$ cat config.mk
export PLATFORM = sky130hd
export DESIGN_NAME = occupancy_counter
export DESIGN_NICKNAME = d
export VERILOG_FILES = /design/src/rtl/occupancy_counter.sv
export SDC_FILE = /design/constraint.sdc
export NUM_CORES = 1
export LEC_CHECK = 0
export CAP_MARGIN = 20
export CORE_AREA = 2 2 39 41
export DETAILED_ROUTE_END_ITERATION = 6
export DIE_AREA = 0 0 41 43
export DONT_BUFFER_PORTS = 1
export GPL_TIMING_DRIVEN = 1
export PLACE_DENSITY = 0.47
export SLEW_MARGIN = 20
export SYNTH_ARGS = -nofsm -noshare
export SYNTH_HDL_FRONTEND = slang
export SYNTH_SLANG_ARGS = --single-unit
export TNS_END_PERCENT = 1
$ cat constraint.sdc
create_clock -name clk -period 2 [get_ports clk]
set_input_delay 0.4 -clock clk [delete_from_list [all_inputs] [get_ports clk]]
set_output_delay 0.4 -clock clk [all_outputs]
set_load 0.02 [all_outputs]
$ cat src/rtl/occupancy_counter.sv
// Saturating up/down occupancy counter with full/empty/almost-full status and sticky error flags.
// Optional OCC_EDGE_DETECT_EN: inc/dec are level inputs and each 0->1 transition is one event.
module occupancy_counter #(
   parameter int WIDTH       = 4,
   parameter int CAPACITY    = 15,
   parameter int ALMOST_FULL = 12
) (
   input  logic             clk,
   input  logic             reset,
   input  logic             inc,
   input  logic             dec,
   input  logic             clear_err,
   output logic [WIDTH-1:0] count,
   output logic             full,
   output logic             empty,
   output logic             almost_full,
   output logic             rejected,
   output logic             ovf_err,
   output logic             unf_err
);

   generate
      if (WIDTH < 2 || WIDTH > 16) begin : g_bad_width
         $error("occupancy_counter: WIDTH must be 2..16");
      end
      if (CAPACITY < 1 || CAPACITY > (1 << WIDTH) - 1) begin : g_bad_capacity
         $error("occupancy_counter: CAPACITY must be 1..2**WIDTH-1");
      end
      if (ALMOST_FULL < 0 || ALMOST_FULL > CAPACITY) begin : g_bad_almost_full
         $error("occupancy_counter: ALMOST_FULL must be 0..CAPACITY");
      end
   endgenerate

   localparam logic [WIDTH-1:0] CAP_W = WIDTH'(CAPACITY);
   localparam logic [WIDTH-1:0] AF_W  = WIDTH'(ALMOST_FULL);
   localparam logic [WIDTH-1:0] ONE_W = WIDTH'(1);

   logic inc_ev;
   logic dec_ev;

`ifdef OCC_EDGE_DETECT_EN
   logic inc_q;
   logic dec_q;

   always_ff @(posedge clk or negedge reset) begin
      if (!reset) begin
         inc_q <= 1'b0;
         dec_q <= 1'b0;
      end else begin
         inc_q <= inc;
         dec_q <= dec;
      end
   end

   // Rising-edge decode is combinational so an event adds no latency.
   assign inc_ev = inc & ~inc_q;
   assign dec_ev = dec & ~dec_q;
`else
   assign inc_ev = inc;
   assign dec_ev = dec;
`endif

   logic [WIDTH-1:0] count_nxt;
   logic             ovf_hit;
   logic             unf_hit;

   always_comb begin
      count_nxt = count;
      ovf_hit   = 1'b0;
      unf_hit   = 1'b0;
      // Coincident inc and dec cancel, even at the limits.
      if (inc_ev && !dec_ev) begin
         if (count == CAP_W) begin
            ovf_hit = 1'b1;
         end else begin
            count_nxt = count + ONE_W;
         end
      end else if (dec_ev && !inc_ev) begin
         if (count == '0) begin
            unf_hit = 1'b1;
         end else begin
            count_nxt = count - ONE_W;
         end
      end
   end

   always_ff @(posedge clk or negedge reset) begin
      if (!reset) begin
         count    <= '0;
         rejected <= 1'b0;
         ovf_err  <= 1'b0;
         unf_err  <= 1'b0;
      end else begin
         count    <= count_nxt;
         rejected <= ovf_hit | unf_hit;
         // A fresh refusal takes priority over a clear in the same cycle.
         ovf_err  <= ovf_hit | (ovf_err & ~clear_err);
         unf_err  <= unf_hit | (unf_err & ~clear_err);
      end
   end

   assign full        = (count == CAP_W);
   assign empty       = (count == '0);
   assign almost_full = (count >= AF_W);

endmodule

# After elaboration in Yosys (flattened, before gate mapping)
# Cells that the tools add are included.
[totals] in_bits=5 reg_bits=7 word_cells=32 output_inout_bits=10
[op_classes] muxes=9 magnitude_cmp=1 n_bitwise=6 n_addsub=2 n_reduce_logical=7 n_eq_ne=3
[ops] cell="two-way mux 4 bit" n=4
[ops] cell="two-way mux 1 bit" n=5
[ops] cell="adder 4 x 1 -> 4 bit, second input constant" n=1
[ops] cell="equality test 4 bit, second input constant" n=1
[ops] cell=">= comparator 4 bit, second input constant" n=1
[ops] cell="logical NOT 4 bit" n=1
[ops] cell="subtractor 4 x 1 -> 4 bit, second input constant" n=1
[ops] cell="bitwise OR 1 bit" n=3
[ops] cell="AND reduction 3 bit" n=1
[ops] cell="bitwise AND 1 bit" n=2
[ops] cell="logical AND 1 bit" n=2
[ops] cell="logical NOT 1 bit" n=2
[ops] cell="!= test 2 x 1 -> 1 bit, second input constant" n=1
[ops] cell="!= test 2 bit, second input constant" n=1
[ops] cell="nonzero test 2 bit" n=1
[ops] cell="inverter 1 bit" n=1

# Longest topological paths before layout
[logic_depth] word_depth=5 ltp_mapped=8 depth_no_buf=8

# Least setup slack after synthesis
# No wires, ideal clock.
[synth_timing] path_kind="reg-to-reg" from="register count[0]" to="register count[1]" t_arrival_ns=1.790 synth_period_minus_slack_ns=1.915 stages_incl_launch_ff=5 setup_ns=0.125 slack_ns=0.085 cell_sequence="dfrtp_1 -> nor4_2 -> nand2_1 -> and3b_4 -> mux2_4"
[synth_via] elab_cells_between_ends=11
[synth_rtl] item="from (decl)" line_no="13" rtl="output logic [WIDTH-1:0] count,"
[synth_rtl] item="from (signal assigned)" line_no="94" rtl="count <= count_nxt;"
[synth_rtl] item="logical NOT 4 bit"
[synth_rtl] item="net empty" line_no="15" rtl="output logic empty,"
[synth_rtl] item="!= test 2 x 1 -> 1 bit (no line)"
[synth_rtl] item="AND reduction 3 bit (no line)"
# The timed path passes the listed nets, and every way through them passes these cells. The select of a mux whose other input is x is not followed.
# A chain may end at the register's enable or synchronous reset.

# Worst setup path in the final report
[layout_timing] from="register count[3]" to="output port empty"
[layout_via] elab_chain_len=1
[layout_lines] item="logical NOT 4 bit" line_no="103" rtl="assign empty = (count == '0);"
[layout_lines] item="to (decl)" line_no="15"
# Every way passes these cells.

==> run_results.csv <==
group,metric,value,unit
pwr,power_frac_seq,31.8,%
clock_tree,cts_sinks,7,
clock_tree,path_clk_slew,0.05,ns
floorplan,num_rows,14,
floorplan,die_w,41,um
synthesis,yosysTopAreaCell,"dfrtp_1",
route,post-route-drc-count,0,
final_layout,layout-drive-gt1-share,31.3,%
floorplan,ios,15,
job,cap_violations,0,
floorplan,fp.dieH,43,um
synthesis,syn_nets,47,
place,portBuffers,0,
sta,final_hold_viol_count,0,
synthesis,yosysWarnings,0,
sta,rsz0062_at_grt,"false",
clock_tree,postCtsSetupBuffers,0,
hold_path,hold_path.class,"in -> reg",
pwr,p_comb_share,53.1,%
sta,period_share,85.9,%
sta,slew_violations,0,
critical_path,path_class,"reg -> out",
critical_path,worstPathRequired,1.60,ns
sta,tightest_slew,0.308,ns
clock_tree,numCtsBuffers,3,
route,first_iter_violations,3,
sta,slew_headroom,79.4,%
sta,tns,0,ns
pwr,switchingPower,335,uW
place,dp_hpwl,724,um
global_route,grt_max_degree,8,
final_layout,n_antenna_cell,0,
synthesis,netlist_top_cells_count,"dfrtp_1 (7), inv_1 (5), ha_1 (4)",
pwr,switching_share,41.1,%
pwr,ir_drop,0.483,mV
pwr,cellPowerDensity,1560,mW/mm^2
pwr,leakage,0.000253,uW
critical_path,crit_arrival,1.32,ns
synthesis,synth_area,422,sq um
floorplan,die-area,0.00176,sq mm
final_layout,syn2layout_area_growth,24.0,%
route,routed_via_density,4.77,
critical_path,ff2ff_setup_slack,0.40,ns
floorplan,initial_core_util,30.5,%
synthesis,synth_area_leaders,"dfrtp_1 (42%), ha_1 (12%), mux2_4 (7.1%), fa_1 (4.7%), inv_1 (4.5%)",
global_route,track_usage,11.3,%
sta,skew,0.00123,ns
sta,setup_viol_count_final,0,
synthesis,synth_flop_cell,"dfrtp_1",
place,gp_congestion,0.774,
clock_tree,tritoncts,"yes",
synthesis,synth_seq_cells,7,
clock_tree,root_buffer,"clkbuf_4",
route,dr.pass1.iters,2,
clock_tree,clk_latency,0.24,ns
sta,period_needed,1.72,ns
global_route,globalRouteOverflowTotal,0,
clock_tree,htreeDepth,1,
floorplan,core,0.00138,sq mm
synthesis,synth.most_common_cell,"dfrtp_1",
route,avgRoutedWirePerCell,13.0,um
global_route,grt_first_pass_wirelength,1370,um
global_route,antenna_found_initial,0,
route,vias,305,
critical_path,cp-end-kind,"output pin",
synthesis,synthDistinctLibCells,18,
pwr,total_power,815,uW
sta,fmax,582,MHz
synthesis,avgSynthCellArea,11.4,sq um
route,wl,830,um
status,status,"complete, no violations",
pwr,p_int,480,uW
synthesis,synth-edff-count,0,
synthesis,synth-async-reset-ratio,100,%
route,ant_nets,0,
critical_path,worst_setup_path_start_kind,"register",
synthesis,yosysSeqAreaShare,41.5,%
critical_path,crit_fanout,3,
synthesis,synth_top_area_share,41.5,%
synthesis,synthCells,37,
global_route,grt_pass1_vias,339,
clock_tree,clock_path_buffers,2,
final_layout,finalNetCount,59,
pwr,pwr-share-clk,15.1,%
-- final timing paths --
kind                                      startpoint                   end  depth (start not counted)
worst max-delay path            count[3]$_DFFE_PN0P_                 empty                          3
worst min-delay path                       clear_err     ovf_err$_DFF_PN0_                          1
worst max register to register  count[0]$_DFFE_PN0P_  count[1]$_DFFE_PN0P_                          4
worst min register to register  count[3]$_DFFE_PN0P_  count[3]$_DFFE_PN0P_                          1
max in group asynchronous                      reset  count[0]$_DFFE_PN0P_                          1
min in group asynchronous                      reset     unf_err$_DFF_PN0_                          1
-- routing by layer --
metal	up-vias	wire [um]	track usage, %
met2	12	431	15.9
met4	0	0	10.0
met1	146	326	13.6
met5	-	0	0
li1	147	-	-
met3	0	72	2.09
-- logic make-up (layout without fill, tap and decap cells) --
logic type	count (synthesis)	count (layout)	synth area share (%)
flip-flops	7	7	41.5
buffers and inverters	5	16	4.45
XOR/XNOR	3	3	6.23
AO/OA/AOI/OAI	4	4	5.64
multiplexers	3	3	9.50
adder cells (fa/ha/maj)	5	5	16.6
AND/OR/NAND/NOR	10	10	16.0
-- layout make-up --
cell class                 instances  area, sq um
fill                             140          861
timing repair buffer               7         55.1
multi-input combinational         25          228
tap                               16         20.0
inverter                           5         18.8
sequential                         7          175
clock buffer                       4         26.3
-- power groups by stage --
stage / clock (uW) / combinational, uW / sequential (uW)
after global routing: 140 / 473 / 269
after global placement: 0 / 423 / 260
after floorplan: 0 / 242 / 324
final: 123 / 433 / 259
after CTS: 127 / 440 / 262
after detailed placement: 0 / 435 / 264
-- timing repair --
action / 4_1_cts / 5_1_grt
resized for setup: 0 / 0
endpoints found under the hold margin: 7 / 0
hold buffers: 1 / 0
-- through the flow --
| stage | std cells | area, sq um | hold WS, ns | worst slack, ns | util [%] |
|---|---|---|---|---|---|
| CTS | 64 | 523 | 0.251 | 0.262 | 37.8 |
| floorplan | 37 | 422 | 0.104 | 0.0847 | - |
| finish | 64 | 523 | 0.259 | 0.282 | 37.8 |
| global placement | 59 | 487 | 0.105 | 0.225 | 35.2 |
| global route | 64 | 523 | 0.268 | 0.190 | 37.8 |
| detailed placement | 59 | 487 | 0.105 | 0.153 | 35.2 |
-- cell usage in the layout, fill, tap and decap left out, drive strengths merged, types with 2 or more instances in the layout --
master	instances
buf	6
clkbuf	4
dfrtp	7
ha	4
inv	5
mux2	2
nand2	3
nor3	2
o21ai	2
xor2	2
-- state kept, by name (all words and copies together) (netlist names) --
register	count
unf_err	1
count	4
rejected	1
ovf_err	1
-- worst max-delay path, stage by stage (launching register included) --
cell and delay (ns):
dfrtp_1 0.40, buf_4 0.18, nor4_2 0.27, buf_4 0.22
Power figures use the tool's default switching activity.
